==> config.mk <==
export PLATFORM = sky130hd
export DESIGN_NAME = stopwatch_ctrl
export DESIGN_NICKNAME = d
export VERILOG_FILES = /design/src/rtl/stopwatch_pkg.sv /design/src/rtl/stopwatch_ctrl_tick_prescaler.sv /design/src/rtl/stopwatch_ctrl.sv
export SDC_FILE = /design/constraint.sdc
export NUM_CORES = 1
export LEC_CHECK = 0
export ABC_AREA = 1
export ABC_CLOCK_PERIOD_IN_PS = 1660
export CORE_MARGIN = 1.5
export CORE_UTILIZATION = 47
export CTS_CLUSTER_DIAMETER = 120
export CTS_CLUSTER_SIZE = 20
export DETAILED_ROUTE_END_ITERATION = 16
export PLACE_DENSITY_LB_ADDON = 0.15
export SLEW_MARGIN = 20
export SYNTH_ARGS = -nofsm -noshare
export SYNTH_HDL_FRONTEND = slang
export SYNTH_SLANG_ARGS = --single-unit
==> constraint.sdc <==
create_clock -name clk_i -period 1.66 [get_ports clk_i]
set_input_delay 0.332 -clock clk_i [delete_from_list [all_inputs] [get_ports clk_i]]
set_output_delay 0.332 -clock clk_i [all_outputs]
set_load 0.05 [all_outputs]
==> src/rtl/stopwatch_pkg.sv <==
// stopwatch_pkg: state encoding and default time-base for the stopwatch controller
package stopwatch_pkg;
  typedef enum logic [2:0] {
    S_IDLE  = 3'd0,
    S_RUN   = 3'd1,
    S_PAUSE = 3'd2,
    S_LAP   = 3'd3,
    S_DONE  = 3'd4
  } state_t;
  localparam int CLK_DIV_DEF = 500000;
endpackage

==> src/rtl/stopwatch_ctrl_tick_prescaler.sv <==
// tick_prescaler: wrapping 0..CLK_DIV-1 counter with run/zero/hold and terminal-count flag
module tick_prescaler #(
  parameter int CLK_DIV = 4,
  parameter int DIV_W   = 3
) (
  input  logic clk_i,
  input  logic nRst_i,
  input  logic run_i,
  input  logic zero_i,
  output logic tc_o
);
  logic [DIV_W-1:0] cnt_q, cnt_d;
  assign tc_o = cnt_q == DIV_W'(CLK_DIV - 1);
  always_comb cnt_d = zero_i ? '0 : !run_i ? cnt_q : tc_o ? '0 : cnt_q + 1'b1;
  always_ff @(posedge clk_i or negedge nRst_i)
    if (!nRst_i) cnt_q <= '0;
    else cnt_q <= cnt_d;
endmodule

==> src/rtl/stopwatch_ctrl.sv <==
// stopwatch_ctrl: run/pause/lap/clear FSM driving a BCD counter chain and a freezable display latch
module stopwatch_ctrl
  import stopwatch_pkg::*;
#(
  parameter int CLK_DIV = CLK_DIV_DEF,
  parameter int DIV_W   = 19,
  parameter int CNT_W   = 16
) (
  input  logic             clk_i,
  input  logic             nRst_i,
  input  logic             start_i,
  input  logic             stop_i,
  input  logic             lap_i,
  input  logic             clear_i,
  input  logic [CNT_W-1:0] count_i,
  input  logic             tc_all_i,
  output logic             cnt_en_o,
  output logic             cnt_clr_o,
  output logic [CNT_W-1:0] disp_o,
  output logic [2:0]       state_o,
  output logic             ovf_o
);
  state_t state_q, state_d;
  logic cnt_en_q, cnt_en_d, cnt_clr_q, cnt_clr_d, ovf_q, ovf_d;
  logic [CNT_W-1:0] disp_q, disp_d;
  logic running, tc, tick, run;

  assign running = state_q == S_RUN || state_q == S_LAP;
  assign tick    = running && tc;
  // A pause or saturating tick freezes the prescaler so resume fires immediately
  assign run     = running && !stop_i && !clear_i && !(tc && tc_all_i);

  tick_prescaler #(.CLK_DIV(CLK_DIV), .DIV_W(DIV_W)) u_presc (
    .clk_i (clk_i),
    .nRst_i(nRst_i),
    .run_i (run),
    .zero_i(clear_i || state_q == S_IDLE),
    .tc_o  (tc)
  );

  always_ff @(posedge clk_i or negedge nRst_i)
    if (!nRst_i) begin
      state_q   <= S_IDLE;
      cnt_en_q  <= 1'b0;
      cnt_clr_q <= 1'b0;
      ovf_q     <= 1'b0;
      disp_q    <= '0;
    end else begin
      state_q   <= state_d;
      cnt_en_q  <= cnt_en_d;
      cnt_clr_q <= cnt_clr_d;
      ovf_q     <= ovf_d;
      disp_q    <= disp_d;
    end

  always_comb
    state_d = clear_i                                                  ? S_IDLE
            : (running && stop_i)                                      ? S_PAUSE
            : (tick && tc_all_i)                                       ? S_DONE
            : ((state_q == S_IDLE || state_q == S_PAUSE) && start_i)   ? S_RUN
            : (state_q == S_RUN && lap_i)                              ? S_LAP
            : (state_q == S_LAP && lap_i)                              ? S_RUN
            : state_q;

  always_comb begin
    cnt_en_d  = tick && !tc_all_i && !stop_i && !clear_i;
    cnt_clr_d = clear_i;
    ovf_d     = state_d == S_DONE;
    disp_d    = (state_q == S_LAP && state_d == S_LAP) ? disp_q : count_i;
  end

  assign cnt_en_o  = cnt_en_q;
  assign cnt_clr_o = cnt_clr_q;
  assign ovf_o     = ovf_q;
  assign disp_o    = disp_q;
  assign state_o   = state_q;
endmodule

==> results.txt <==
Mapped Cells -> 304
clock tree from TritonCTS -> yes
io pins -> 45
residual DRC count -> 0
setup violators final -> 0
post-synthesis cell area -> 2330 sq um
max incr delay on CP -> 0.40 ns
dpl hpwl -> 4440 um
final period utilization -> 97.3%
VDD IR max -> 0.000495 V
initial antenna violation count -> 0
unrepaired setup endpoints after global routing -> true
reg2reg setup slack -> 0.04 ns
drt pass-1 iters -> 5
Leak -> 1.59 nW
Global Route Usage Sum -> 22.7%
Worst setup SP type -> flop
Crit path depth -> 9
Via density -> 5.30
minimum clock period -> 1.62 ns
outcome -> finished with violations
Fin. Hold Viols -> 5
register bit total from synthesis -> 41
P&R area growth vs syn -> 44.3%
# diodes -> 0
final wirelength -> 6280 um
detailed-route via count -> 2450
crit-path cells -> nor2_1, nand2_1, nor3_4, nand4_2, nand2_2, nand2_4, nand3_4, nand2_1, nand2_1
slew margin rel. -> 70.1%
Worst setup endpoint -> disp_o[13]
PD cells -> 651 nW/um^2
max cap viols -> 0
Starting Density -> 49.1%
count of cell types in the netlist -> 34
critical path class -> reg2reg
Num CTS Buffers -> 5
crit path DAT -> 1.85 ns
width of the chip -> 73.4 um
Std-Cell Rows -> 25
Crit. End Element -> flop
Clock Skews -> 0.00203 ns
top cell type's share of synthesized area -> 44.0%
Yosys top cell by area -> dfrtp_1
Crit. Startpoint -> u_presc.cnt_q[6]
Die Y -> 73.4 um
top post-synthesis cells by area -> dfrtp_1 44%, nand2_1 14%, nand4_1 8.9%
clk_lat worst skew -> 0.29 ns
r2r worst-path depth -> 9
Total Die Area -> 5390 sq um
failing checks -> negative hold slack
Iter 0 DRT Violations -> 170
WHS -> -0.00871 ns
WL per Instance -> 13.6 um
Sink Count -> 41
Final nets -> 418
total number of H-tree levels -> 2
pin count of the biggest net entering global routing -> 42
final core utilization -> 70.8%
capturing point of the worst reg2reg path -> disp_o[13]
clock-pin slew on the worst setup and hold paths -> 0.08 ns
root buffer cell -> clkbuf_8
Critical Path Slowest Stage Cell -> dfrtp_1
Longest Clk Path Bufs -> 2
Final ANT Viol Nets -> 0
Fin Setup TNS -> 0 ns
Max FO, Critical Path -> 16
post-synth net total -> 328
input/output buffers -> 44
Slew Limit Fails -> 0
Critical Path RT -> 1.90 ns
Hold Crit Class -> in2async
GR Overflow Total -> 0
CP Buf/Inv Count -> 0
Filler Cells Inserted -> 402
fmax -> 619 MHz
commonest non-fill, non-tap cell in the layout -> nand2_1
syn_area_per_cell -> 7.67 sq um
core area -> 4750 sq um
post-synthesis sequential area ratio -> 44.0%
Yosys warning total -> 0
first-pass GRT wire length -> 9520 um
share of cells above drive strength 1 -> 29.6%
number of global-route vias before repair -> 2102
CP delay by family, top -> simple AND/OR/NAND/NOR gates
most frequent cells in the layout -> 82 x nand2_1, 59 x buf_4, 39 x dfrtp_1
Slew @ Worst Pin -> 0.445 ns
Hold-fix buffers, CTS -> 0
GPL Wtd Cong -> 0.904
crit-path most repeated cell -> nand2_1
worst r2r src -> u_presc.cnt_q[6]
==> logic make-up (layout without fill, tap and decap cells) <==
family	count (synthesis)	in the layout	synth area share (%)
AO/OA/AOI/OAI	26	26	5.95
flip-flops	41	41	44.0
buffers and inverters	41	132	8.85
adder cells (fa/ha/maj)	1	1	0.536
AND/OR/NAND/NOR	192	192	39.5
XOR/XNOR	3	3	1.13
==> worst min path at each step <==
stage	slack (ns)	start	to
final	-0.009	nRst_i	u_presc.cnt_q[10]
after floorplan	0.04	nRst_i	cnt_clr_o
after detailed placement	0.32	nRst_i	u_presc.cnt_q[10]
after global placement	0.32	nRst_i	u_presc.cnt_q[9]
after global routing	0.02	nRst_i	u_presc.cnt_q[10]
after CTS	0.001	nRst_i	u_presc.cnt_q[3]
==> per-stage QoR <==
stage | instance area, sq um | instances | power, W | worst slack, ns | hold WS (ns)
3_3_place_gp | 3070 | 447 | 0.00146 | -0.189 | 0.323
3_5_place_dp | 3070 | 447 | 0.00146 | -0.232 | 0.322
6_report | 3360 | 462 | 0.00219 | 0.0443 | -0.00871
5_1_grt | 3360 | 462 | 0.00228 | -0.0886 | 0.0171
4_1_cts | 3190 | 457 | 0.00216 | 0.00154 | 0.00137
2_1_floorplan | 2360 | 304 | 0.00128 | -0.0395 | 0.0364
==> per-layer routing <==
metal / wire length (um) / up-vias / share of wire, % / global-route usage (%)
met4: 93 / 0 / 1.5 / 4.94
met1: 2710 / 1168 / 43 / 31.8
met5: 0 / - / 0 / 0
met2: 3060 / 80 / 49 / 36.1
met3: 408 / 11 / 6.5 / 4.94
li1: - / 1191 / - / -
==> state kept, by name, indices dropped and copies added, names as in the netlist <==
signal and flops:
state_o 3, ovf_o 1, cnt_en_o 1, u_presc.cnt_q 19, disp_o 16, cnt_clr_o 1
==> cell type report <==
cell class                      count  area [sq um]  area share, %
Timing Repair Buffer               91           810           24.1
Clock inverter                      2          13.8          0.409
Clock buffer                        6          82.6           2.45
Tap cell                           67          83.8           2.49
Sequential cell                    41          1030           30.6
Multi-Input combinational cell    222          1210           36.1
Inverter                           33           131           3.90
==> worst reg2reg max path: cells and delay by family (launching register included) <==
| family | cells | cell delay, ns |
|---|---|---|
| AND/OR/NAND/NOR | 9 | 1.16 |
| flip-flops | 1 | 0.40 |
==> timing repair <==
action,in CTS,in global routing
gates resized for setup,3,39
setup endpoints to repair,24,37
pin swaps,1,7
cloned,0,1
buffers inserted,2,4
==> Yosys cell counts (all sizes together) <==
cell type / number
nand3b: 1
inv: 32
nor3: 11
nor4: 1
buf: 5
nand2: 93
o21ai: 18
nand4: 34
a21oi: 6
o31ai: 2
dfrtp: 41
and2: 1
nor3b: 1
xor2: 3
nand3: 18
ha: 1
nor2: 32
clkbuf: 3
clkinv: 1
==> report_power, final <==
group,switching [W],total [W],internal (W)
clock network,0.000355,0.000692,0.000337
logic,0.000264,0.000454,0.000190
registers,0.0000205,0.00104,0.00102
total,0.000639,0.00219,0.00155
No activity file was read; power rests on OpenSTA's default activity.
